### src/rtl/nmos_arb_pkg.sv
// Shared types and helpers for arbiters that sequence a shared NMOS FAMUX node.
// Covers precharge, grant and round-robin owner selection.
package nmos_arb_pkg;

    typedef enum logic [1:0] {
        IDLE  = 2'd0,
        PRECH = 2'd1,
        GRANT = 2'd2
    } arb_state_t;

    localparam logic [1:0] OWNER_NONE = 2'd3;

    typedef struct packed {
        logic       valid;
        logic [1:0] idx;
    } pick_t;

    // Scan starts one past the previous owner, so the previous owner has lowest priority.
    function automatic pick_t rr_pick(input logic [2:0] req, input logic [1:0] last);
        pick_t      res;
        logic [1:0] cand;
        res.valid = 1'b0;
        res.idx   = OWNER_NONE;
        for (int k = 0; k < 3; k++) begin
            cand = 2'((int'(last) + 1 + k) % 3);
            if (req[cand] && !res.valid) begin
                res.valid = 1'b1;
                res.idx   = cand;
            end
        end
        return res;
    endfunction

    function automatic logic [2:0] leg_onehot(input logic [1:0] idx);
        logic [2:0] oh;
        case (idx)
            2'd0:    oh = 3'b001;
            2'd1:    oh = 3'b010;
            2'd2:    oh = 3'b100;
            default: oh = 3'b000;
        endcase
        return oh;
    endfunction

endpackage

### src/rtl/nmos_rr_pick3.sv
// Combinational 3-way round-robin picker for a shared NMOS node.
module nmos_rr_pick3
    import nmos_arb_pkg::*;
(
    input  logic [2:0] req,
    input  logic [1:0] last,
    output logic       valid,
    output logic [1:0] winner
);

    pick_t pick_s;

    // Winner search starting after the last owner
    always_comb begin
        pick_s = rr_pick(req, last);
    end

    assign valid  = pick_s.valid;
    assign winner = pick_s.idx;

endmodule

### src/rtl/nmos_famux_arb.sv
// Round-robin arbiter and sequencer for one 3-input NMOS FAMUX bus node.
// Every ownership change passes through a precharge phase (ff high).
module nmos_famux_arb
    import nmos_arb_pkg::*;
#(
    parameter int PRE_CYC   = 1,
    parameter int MAX_BURST = 4,
    parameter int BW        = $clog2(MAX_BURST + 1)
) (
    input  logic       main_clk,
    input  logic       rst,
    input  logic [2:0] req,
    output logic       sa,
    output logic       sb,
    output logic       sc,
    output logic       ff,
    output logic [2:0] gnt,
    output logic [1:0] owner,
    output logic       busy
);

    localparam logic [3:0]    PRE_LOAD   = (PRE_CYC == 0) ? 4'd0 : 4'(PRE_CYC - 1);
    localparam logic [BW-1:0] BURST_LAST = BW'(MAX_BURST);
    localparam logic [BW-1:0] BURST_ONE  = BW'(1);

    arb_state_t    state_r, nxt_state_s;
    logic [1:0]    win_r, nxt_win_s;
    logic [1:0]    last_r, nxt_last_s;
    logic [3:0]    pcnt_r, nxt_pcnt_s;
    logic [BW-1:0] bcnt_r, nxt_bcnt_s;
    logic          rearb_s;
    logic          pick_valid_s;
    logic [1:0]    pick_idx_s;
    logic [2:0]    nxt_sel_s;
    logic [2:0]    nxt_gnt_s;

    // last_r already equals the owner while in GRANT, so one picker serves every state
    nmos_rr_pick3 u_pick (
        .req    (req),
        .last   (last_r),
        .valid  (pick_valid_s),
        .winner (pick_idx_s)
    );

    // Next-state decision: sequencing counters plus re-arbitration on ownership release
    always_comb begin
        nxt_state_s = state_r;
        nxt_win_s   = win_r;
        nxt_last_s  = last_r;
        nxt_pcnt_s  = pcnt_r;
        nxt_bcnt_s  = bcnt_r;
        rearb_s     = 1'b0;
        case (state_r)
            IDLE: begin
                rearb_s = 1'b1;
            end
            PRECH: begin
                if (!req[win_r]) begin
                    rearb_s = 1'b1;
                end else if (pcnt_r == 4'd0) begin
                    nxt_state_s = GRANT;
                    nxt_bcnt_s  = BURST_ONE;
                    nxt_last_s  = win_r;
                end else begin
                    nxt_pcnt_s = pcnt_r - 4'd1;
                end
            end
            GRANT: begin
                if (!req[win_r] || (bcnt_r == BURST_LAST)) begin
                    rearb_s = 1'b1;
                end else begin
                    nxt_bcnt_s = bcnt_r + BURST_ONE;
                end
            end
            default: begin
                rearb_s = 1'b1;
            end
        endcase

        if (rearb_s) begin
            if (!pick_valid_s) begin
                nxt_state_s = IDLE;
            end else if (PRE_CYC == 0) begin
                nxt_state_s = GRANT;
                nxt_win_s   = pick_idx_s;
                nxt_last_s  = pick_idx_s;
                nxt_bcnt_s  = BURST_ONE;
            end else begin
                nxt_state_s = PRECH;
                nxt_win_s   = pick_idx_s;
                nxt_pcnt_s  = PRE_LOAD;
            end
        end else begin
            nxt_state_s = nxt_state_s;
        end

        nxt_sel_s = (nxt_state_s != IDLE)  ? leg_onehot(nxt_win_s) : 3'b000;
        nxt_gnt_s = (nxt_state_s == GRANT) ? nxt_sel_s : 3'b000;
    end

    // FSM state, counters and registered bus-control outputs
    always_ff @(posedge main_clk or posedge rst) begin
        if (rst) begin
            state_r <= IDLE;
            win_r   <= 2'd0;
            last_r  <= 2'd2;
            pcnt_r  <= 4'd0;
            bcnt_r  <= {BW{1'b0}};
            sa      <= 1'b0;
            sb      <= 1'b0;
            sc      <= 1'b0;
            ff      <= 1'b1;
            gnt     <= 3'b000;
            owner   <= OWNER_NONE;
            busy    <= 1'b0;
        end else begin
            state_r <= nxt_state_s;
            win_r   <= nxt_win_s;
            last_r  <= nxt_last_s;
            pcnt_r  <= nxt_pcnt_s;
            bcnt_r  <= nxt_bcnt_s;
            sa      <= nxt_sel_s[0];
            sb      <= nxt_sel_s[1];
            sc      <= nxt_sel_s[2];
            ff      <= (nxt_state_s != GRANT);
            gnt     <= nxt_gnt_s;
            owner   <= (nxt_state_s == IDLE) ? OWNER_NONE : nxt_win_s;
            busy    <= (nxt_state_s != IDLE);
        end
    end

endmodule

### config.mk
export PLATFORM = sky130hd
export DESIGN_NAME = nmos_famux_arb
export DESIGN_NICKNAME = d
export VERILOG_FILES = /design/src/rtl/nmos_arb_pkg.sv /design/src/rtl/nmos_rr_pick3.sv /design/src/rtl/nmos_famux_arb.sv
export SDC_FILE = /design/constraint.sdc
export NUM_CORES = 1
export LEC_CHECK = 0
export ABC_AREA = 1
export CORE_ASPECT_RATIO = 1.4
export CORE_MARGIN = 2
export CORE_UTILIZATION = 55
export DETAILED_ROUTE_END_ITERATION = 10
export PLACE_DENSITY_LB_ADDON = 0.05
export REMOVE_ABC_BUFFERS = 1
export SETUP_SLACK_MARGIN = 0.2
export SLEW_MARGIN = 10
export SYNTH_ARGS = -nofsm -noshare
export SYNTH_HDL_FRONTEND = slang
export SYNTH_SLANG_ARGS = --single-unit
### constraint.sdc
create_clock -name main_clk -period 2.4 [get_ports main_clk]
set_input_delay 0.48 -clock main_clk [delete_from_list [all_inputs] [get_ports main_clk]]
set_output_delay 0.48 -clock main_clk [all_outputs]
set_load 0.02 [all_outputs]
==> flow_summary.toml, run 1 <==
[final_layout]
nets = 203
drive_above_1_share_pct = 28.0
fill_cells = 215
synthToLayoutAreaGrowth_pct = 19.0
n_antenna_cell = 0

[setup_path]
worstSetupEndpointType = "flop"
start_kind = "flop"
crit_family = "simple AND/OR/NAND/NOR gates"
max_stage_delay_ns = 0.58
crit_type = "flop to flop"
crit_arrival_ns = 2.16
rrSetupSlack_ns = 0.43
critical-path-slowest-cell = "dfstp_2"
worstPathRequired_ns = 2.59
crit_start = "last_r[1]$_DFFE_PP1P_"
path_buf_inv = 4
cp_max_fo = 10
crit_top_cell = "nand2_1"
r2r-end = "gnt[2]$_DFF_PP0_"
cp-endpoint = "gnt[2]$_DFF_PP0_"
path_depth = 14
ff2ff_path_depth = 14
crit_chain = "inv_1, ha_1, inv_1, nand2_1, nand3_1, nand2_1, inv_1, nand3_4, nand2_8, inv_2, nand2_1, nand2_1, nand2_1, nor3_2"
timing.rr.start = "last_r[1]$_DFFE_PP1P_"

[logic_synthesis]
ys_top_cells_by_area = "dfrtp_1, nand2_1, dfstp_2, ha_1, nand3_2"
synth_edf_count = 0
synthCells = 165
ys.flop_type = "dfrtp_1"
synthTopCellsByCount = "nand2_1, inv_1, dfrtp_1"
synth_seq_cells = 23
yosysMostFrequentCell = "nand2_1"
avgSynthCellArea_um2 = 8.55
synth_top_cell_by_area = "dfrtp_1"
netlist_area_um2 = 1410
ys_warn_count = 0
ys_types = 24
synth_top_area_share_pct = 33.7
ys_seq_area_share_pct = 41.1
synthArstFlopShare_pct = 100

[power_and_ir_drop]
internal_power_uw = 1310
power_frac_seq_pct = 23.5
p_switching_uw = 1290
switching_share_pct = 49.6
p_leak_uw = 0.000867
p_comb_share_pct = 69.9
p_per_area_nw_per_um2 = 1550
ir_drop_uv = 893
clkPwrFrac_pct = 6.5
total_power_uw = 2600

[timing]
period_needed_ns = 1.97
worst_pin_slew_ns = 0.272
fin_crit_sh_pct = 82.0
worst_clock_skew_ns = 0.0183
max_freq_mhz = 508
setup_tns_ns = 0
finalSetupViolations = 0
rsz0062_at_grt = "false"
slew_headroom_pct = 81.8
slew_viol_final = 0
hold_viol = 0

[placed_design]
port_buffers = 14
dpl.hpwl_um = 1920
gp_congestion = 0.845

[floorplanning]
row_count = 21
start_util_pct = 58.4
die_h_um = 63.9
core_um2 = 2420
die_area_um2 = 2990
io_pins = 15
die_x_um = 46.8

[detailed_routing]
dr_total_vias = 1097
drt_iter0_drc = 23
drc = 0
antenna_left = 0
wl_um = 2400
drt-vias-per-instance = 4.92
drt-wirelength-per-cell_um = 10.7
dr.pass1.iters = 4

[clock_tree]
cts_buffer_depth = 2
clkSlewWorstSetupHoldPaths_ns = 0.13
cts_hold_buf = 0
cts_tree = "done"
cts_sinks = 23
htreeDepth = 1
insertion_delay_ns = 0.31
cts_made_buffers = 3
root_buffer = "clkbuf_4"

[outcome]
status = "completed"

[global_route]
grt_pass1_vias = 1085
grt_max_degree = 24
grt_first_pass_wirelength_um = 4460
grt_antenna_before_repair = 0
gr-total-overflow = 0
grtUsageTotal_pct = 19.5

[worst_hold_path]
hp-class = "input pin to async pin"

[flow_run]
maxCapViolations = 0
[repair_timing]
item	CTS	global route
resized for setup	0	1
setup endpoints to repair	0	3
setup buffers	0	5
endpoints found under the hold margin	0	0
[worst min-delay path by stage]
stage,cells past startpoint,slack (ns),endpoint
finish,3,0.49,pcnt_r[2]$_DFF_PP0_
global route,3,0.49,sa$_DFF_PP0_
CTS,3,0.51,pcnt_r[0]$_DFF_PP0_
detailed placement,2,0.50,last_r[1]$_DFFE_PP1P_
global placement,2,0.51,last_r[1]$_DFFE_PP1P_
floorplan,1,0.48,bcnt_r[0]$_DFFE_PP0P_
[routing by layer]
layer  up-vias  wire (µm)  GRT usage (%)
li1        559          -              -
met1       509        972           23.6
met2        23       1300           34.2
met3         6         79           2.82
met4         0         43           5.21
met5         -          0              0
[cell families after synthesis]
kind of cell             count (synthesis)  synth area share [%]
adder cells (fa/ha/maj)                  8                  7.09
flip-flops                              23                  41.1
buffers and inverters                   33                  8.78
AO/OA/AOI/OAI                           12                  5.23
XOR/XNOR                                 3                  1.86
AND/OR/NAND/NOR                         86                  35.9
[worst register-to-register path: stages, from the launching register on]
cell     delay (ns)
dfstp_2        0.58
inv_1          0.06
ha_1           0.21
inv_1          0.10
nand2_1        0.06
nand3_1        0.06
nand2_1        0.09
inv_1          0.10
nand3_4        0.10
nand2_8        0.13
inv_2          0.06
nand2_1        0.05
nand2_1        0.07
nand2_1        0.12
nor3_2         0.05
[power by group through the flow]
stage               Clock [µW]  Combinational (µW)  Sequential (µW)
finish                     170                1810              611
global route               203                2060              625
CTS                        177                1650              611
detailed placement           0                1650              618
global placement             0                1610              615
floorplan                    0                1260              661
[flip-flops by register name, summed over array words and instances, names as in the netlist]
| name | cells |
|---|---|
| bcnt_r | 3 |
| busy | 1 |
| ff | 1 |
| gnt | 3 |
| last_r | 2 |
| owner | 2 |
| pcnt_r | 4 |
| sa | 1 |
| sb | 1 |
| sc | 1 |
| state_r | 2 |
| win_r | 2 |
[area by class of cell]
cell class	count	area (µm²)	share of cell area [%]
inverters	33	124	7.38
flip-flops and latches	23	581	34.6
repair buffers	20	185	11.0
multi-input cells	109	719	42.8
clock inverters	1	5.00	0.298
well taps	34	42.5	2.53
clock buffers	3	22.5	1.34
[placed cells by master, fill, tap and decap left out]
cell type,count
nand2_1,35
inv_1,23
dfrtp_1,19
clkdlybuf4s50_1,14
nand3_1,13
inv_2,10
nand3_2,10
nor2_1,8
o21ai_0,8
nand2_2,7
ha_1,7
buf_4,6
nand2_4,4
dfstp_2,4
xor2_1,3
clkbuf_4,3
nor2_2,2
nand4_1,2
and2_1,1
nand3_4,1
a21oi_1,1
nand2_8,1
a21boi_1,1
o21ai_1,1
nand4_2,1
o21ai_4,1
nor3_2,1
ha_4,1
clkinv_2,1
[metrics by stage]
step | utilization [%] | cell area (µm²) | instances | setup WS, ns | hold slack, ns
final | 69.5 | 1680 | 223 | 0.431 | 0.493
after CTS | 67.4 | 1630 | 218 | 0.408 | 0.507
after detailed placement | 66.3 | 1600 | 214 | 0.248 | 0.503
after global placement | 66.3 | 1600 | 214 | 0.292 | 0.511
after floorplan | - | 1410 | 165 | 0.611 | 0.477
after global routing | 69.5 | 1680 | 223 | 0.228 | 0.488
Power figures use the tool's default switching activity.
==> inputs of run 2 (changes only) <==
Settings changed: CORE_UTILIZATION 55 to 50.
Clock period 2.4 ns to 1.7 ns, I/O delays scaled along.
==> run 2 against run 1 <==
Net effect: the run now ends with negative setup slack left; clock-buffer cell count did not move; die area rose by 9.3%; non-clock buffer count rose by 25; via count rose by 12%; first-iteration DRC count rose by 43%; sequential share of layout area fell by 7.5 points; wire length rose by 41%; final cell count rose by 12%; clock skew fell by 0.013 ns; critical path type unchanged; critical endpoint is now gnt[0]$_DFF_PP0_; largest cell class unchanged; highest routed layer unchanged.
==> flow_summary.toml, run 2 (synthesized netlist as in run 1, its figures left out) <==
[outcome]
status = "complete, but fails checks"
violations = "negative setup slack"

[floorplanning]
die_h_um = 66.9
start_util_pct = 53.4
row_count = 22
die_area_um2 = 3270
core_um2 = 2640
die_x_um = 48.9
io_pins = 15

[timing]
finalSetupViolations = 17
worst_clock_skew_ns = 0.00555
fin_crit_sh_pct = 114
slew_headroom_pct = 79.8
slew_viol_final = 0
period_needed_ns = 1.94
rsz0062_at_grt = "true"
max_freq_mhz = 517
fin_ws_ns = -0.235
worst_pin_slew_ns = 0.303
hold_viol = 0

[global_route]
use_met3_pct = 2.69
top_usage_layer = "met2"
grt_use_met1_pct = 22.9
grt_pass1_vias = 1257
grt_first_pass_wirelength_um = 5360
grt_max_degree = 24
grtUsageTotal_pct = 21.7
gr-total-overflow = 0
grt_antenna_before_repair = 0
met2_usage_pct = 42.8

[setup_path]
crit_arrival_ns = 2.19
crit_type = "flop to flop"
worstSetupEndpointType = "flop"
worstPathRequired_ns = 1.96
start_kind = "flop"
cp_max_fo = 8
rrSetupSlack_ns = -0.24

[final_layout]
layout_commonest_cell = "buf_4"
n_antenna_cell = 0
drive_above_1_share_pct = 55.1
nets = 228
regMostFlops = "pcnt_r"
reg_top3 = "pcnt_r x4, bcnt_r x3, gnt x3"
largest_reg_flops = 4
synthToLayoutAreaGrowth_pct = 52.0
final_cell_mix = "buf_4, nand2_1, dfrtp_1"

[clock_tree]
clkSlewWorstSetupHoldPaths_ns = 0.13
root_buffer = "clkbuf_4"
cts_sinks = 23
insertion_delay_ns = 0.32
cts_tree = "done"
cts_made_buffers = 3
htreeDepth = 1
cts_hold_buf = 0
cts_buffer_depth = 2

[detailed_routing]
drc = 0
drt-vias-per-instance = 4.90
wl_um = 3390
drt-wirelength-per-cell_um = 13.5
drt_iter0_drc = 33
dr_total_vias = 1224
dr.pass1.iters = 4
antenna_left = 0

[placed_design]
gp_congestion = 0.861
dp_slack_ns = -0.289
port_buffers = 14
dpl.hpwl_um = 2080

[flow_run]
maxCapViolations = 0

[worst_hold_path]
hp-class = "input pin to async pin"
[run 2: area by class of cell]
type	instances	area, µm²
Tap cell	36	45.0
Clock inverter	1	5.00
Fill cell	171	498
Clock buffer	3	22.5
Multi-Input combinational cell	109	962
Inverter	33	136
Timing Repair Buffer	45	393
Sequential cell	23	581
[run 2: worst max-delay path: stages (launching register included)]
cell     delay [ns]
dfstp_2        0.61
ha_4           0.24
buf_4          0.15
nand2_4        0.07
nand3_4        0.09
nand3_4        0.13
nand2_8        0.11
o21ai_4        0.25
nand3_2        0.11
nor2_1         0.10
[run 2: per-stage QoR]
stage	hold slack, ns	utilization [%]	cells	instance area [µm²]	setup TNS, ns
2_1_floorplan	0.339	-	165	1410	-0.457
3_3_place_gp	0.490	65.0	231	1720	-3.18
3_5_place_dp	0.501	65.0	231	1720	-3.84
4_1_cts	0.351	71.4	241	1890	-1.69
5_1_grt	0.382	81.2	250	2140	-3.88
6_report	0.363	81.2	250	2140	-2.71
[run 2: path summary, 6_finish.rpt]
kind,from,to,cells past startpoint
max,last_r[1]$_DFFE_PP1P_,gnt[0]$_DFF_PP0_,9
min,rst,state_r[1]$_DFF_PP0_,3
max reg2reg,last_r[1]$_DFFE_PP1P_,gnt[0]$_DFF_PP0_,9
min reg2reg,last_r[1]$_DFFE_PP1P_,last_r[1]$_DFFE_PP1P_,2
max in group asynchronous,rst,owner[0]$_DFF_PP1_,3
min in group main_clk,last_r[1]$_DFFE_PP1P_,last_r[1]$_DFFE_PP1P_,2
[run 2: timing repair]
action | in CTS | in global routing
setup endpoints to repair | 30 | 24
pin swaps | 11 | 29
setup buffers | 6 | 9
gates resized for setup | 44 | 49
[run 2: layer usage]
layer / routed length [µm] / vias up
li1: - / 615
met2: 2050 / 6
met1: 1270 / 599
met4: 35 / 0
met3: 29 / 4
met5: 0 / -
Power of run 2 is left out: the tool's default activity adds up to more than one toggle a clock period on the data nets, which glitch-free logic cannot reach.
==> inputs of run 3 (changes only) <==
Settings changed: SYNTH_HIERARCHICAL from default to 1.
==> run 3 against run 2 <==
Net effect: the run still ends with negative setup slack left; die area grew 2.8%; non-clock buffer count decreased by 9; wire length is 3.4% lower; global-route usage fell by 0.52 points; clock skew fell by 0.0041 ns; utilization is 11 points lower; sequential cell count unchanged.
==> flow_summary.toml, run 3 <==
[power_and_ir_drop]
p_switching_uw = 2170
internal_power_uw = 2270
clkPwrFrac_pct = 7.6
total_power_uw = 4440
ir_drop_uv = 1930
p_leak_uw = 0.00105
p_per_area_nw_per_um2 = 2230
p_comb_share_pct = 72.6
power_frac_seq_pct = 19.8
switching_share_pct = 48.8

[logic_synthesis]
avgSynthCellArea_um2 = 8.17
yosysMostFrequentCell = "nand2_1"
synth_seq_cells = 23
ys_seq_area_share_pct = 39.9
ys.flop_type = "dfrtp_1"
ys_top_cells_by_area = "dfrtp_1, nand2_1, inv_1, dfstp_2, ha_1"
synth_top_area_share_pct = 32.7
synth_top_cell_by_area = "dfrtp_1"
ys_types = 24
synth_edf_count = 0
synthArstFlopShare_pct = 100
netlist_area_um2 = 1450
synthCells = 178
synthTopCellsByCount = "nand2_1, inv_1, dfrtp_1"
ys_warn_count = 6

[global_route]
grtUsageTotal_pct = 21.2
grt_antenna_before_repair = 0
gr-total-overflow = 0
grt_max_degree = 24
grt_first_pass_wirelength_um = 5310
grt_pass1_vias = 1251

[outcome]
status = "complete, but fails checks"
violations = "negative setup slack"

[final_layout]
layout_commonest_cell = "nand2_1"
nets = 232
largest_reg_flops = 4
final_cell_mix = "nand2_1, inv_1, dfrtp_1"
synthToLayoutAreaGrowth_pct = 36.7
regMostFlops = "pcnt_r"
seq_area_um2 = 581
drive_above_1_share_pct = 39.0
multi_input_area_um2 = 850
reg_top3 = "pcnt_r x4, bcnt_r x3, gnt x3"
fill_cells = 253
n_antenna_cell = 0

[timing]
worst_pin_slew_ns = 0.285
max_freq_mhz = 511
fin_ws_ns = -0.257
slew_headroom_pct = 80.8
worst_clock_skew_ns = 0.00142
setup_tns_ns = -2.84
fin_crit_sh_pct = 115
hold_viol = 0
finalSetupViolations = 16
slew_viol_final = 0
rsz0062_at_grt = "true"
period_needed_ns = 1.96

[floorplanning]
io_pins = 15
die_x_um = 49.6
core_um2 = 2820
start_util_pct = 51.6
die_area_um2 = 3360
die_h_um = 67.8
row_count = 23

[clock_tree]
cts_sinks = 23
htreeDepth = 1
cts_buffer_depth = 2
cts_tree = "done"
insertion_delay_ns = 0.27
root_buffer = "clkbuf_8"
cts_made_buffers = 3
clkSlewWorstSetupHoldPaths_ns = 0.08

[detailed_routing]
drt-vias-per-instance = 4.90
top_layer = "met4"
drt-wirelength-per-cell_um = 12.8
antenna_left = 0
wl_met2_um = 1950
wl_met3_um = 98
wl_um = 3270
wl_met1_um = 1180
dr.pass1.iters = 6
dr_total_vias = 1250
drt_iter0_drc = 24
drc = 0

[setup_path]
start_kind = "flop"
crit_arrival_ns = 2.12
crit_type = "flop to flop"
cp_max_fo = 6
worstPathRequired_ns = 1.86
worstSetupEndpointType = "flop"

[placed_design]
port_buffers = 14
gp_congestion = 0.786
dpl.hpwl_um = 2430

[flow_run]
maxCapViolations = 0

[worst_hold_path]
hp-class = "input pin to async pin"
run 3: cell types whose count changed in the layout (fill, tap and decap cells not counted), sizes merged, moves of 2 or more:
cell           previous run  this run
buf                      31        22
dlygate4sd2               7        12
inv                      33        36
nor2                     10        13
clkbuf                    5         3
clkdlybuf4s50             3         1
clkinv                    1         3
nand2                    47        49
o21ai                    10        12
run 3: final cells by class:
cell class / instances / share of cell area, %
clock inverter: 1 / 0.252
inverter: 38 / 7.93
multi-input combinational: 117 / 42.7
sequential: 23 / 29.2
tap: 37 / 2.33
clock buffer: 3 / 2.08
timing repair buffer: 36 / 15.5
run 3: metal layers:
layer	vias to the layer above	track usage, %
li1	633	-
met1	587	19.1
met2	26	45.5
met3	4	3.10
met4	0	8.33
met5	-	0
run 3: power by group through the flow:
stage | Clock [µW] | Combinational [µW] | Sequential [µW]
detailed placement | 0 | 2620 | 886
global placement | 0 | 2570 | 883
finish | 336 | 3230 | 880
CTS | 348 | 3030 | 882
floorplan | 0 | 1750 | 968
global route | 360 | 3560 | 898
run 3: what timing repair did:
item / 4_1_cts / 5_1_grt
resized for setup: 39 / 17
endpoints found under the setup margin: 30 / 21
pin swaps: 10 / 4
setup buffers: 2 / 5
hold buffers: 0 / 0
run 3: worst paths after layout:
kind	slack (ns)	from	cells past startpoint	end
min	0.41	rst	3	bcnt_r[2]$_DFFE_PP0P_
max in group asynchronous	1.01	rst	3	owner[0]$_DFF_PP1_
max reg2reg	-0.26	last_r[1]$_DFFE_PP1P_	12	gnt[1]$_DFF_PP0_
min in group main_clk	0.52	last_r[1]$_DFFE_PP1P_	2	last_r[1]$_DFFE_PP1P_
min reg2reg	0.52	last_r[1]$_DFFE_PP1P_	2	last_r[1]$_DFFE_PP1P_
max	-0.26	last_r[1]$_DFFE_PP1P_	12	gnt[1]$_DFF_PP0_
run 3: logic make-up after synthesis:
group	synth area share (%)
and+or+nand+nor	35.5
buffers and inverters	9.98
DFF	39.9
AOI/OAI and AO/OA	5.94
adders and majority gates	6.88
xor gates and xnor gates	1.81
run 3: through the flow:
step / cell area (µm²) / hold WS [ns] / worst slack, ns / util (%) / std cells
3_5_place_dp: 1750 / 0.497 / -0.416 / 62.2 / 244
6_report: 1990 / 0.406 / -0.257 / 70.5 / 255
2_1_floorplan: 1450 / 0.339 / -0.279 / - / 178
3_3_place_gp: 1750 / 0.492 / -0.448 / 62.2 / 244
4_1_cts: 1900 / 0.417 / -0.263 / 67.5 / 250
5_1_grt: 1990 / 0.470 / -0.425 / 70.5 / 255
run 3: critical path: stages, from the launching register on:
cell	delay, ns
dfstp_2	0.57
ha_4	0.23
inv_4	0.07
nand2_4	0.05
nand2_2	0.05
nand2_2	0.06
nand2_4	0.08
nand4_1	0.17
buf_4	0.20
nand2_4	0.10
nand3_4	0.13
nand3_2	0.10
nor2_1	0.04
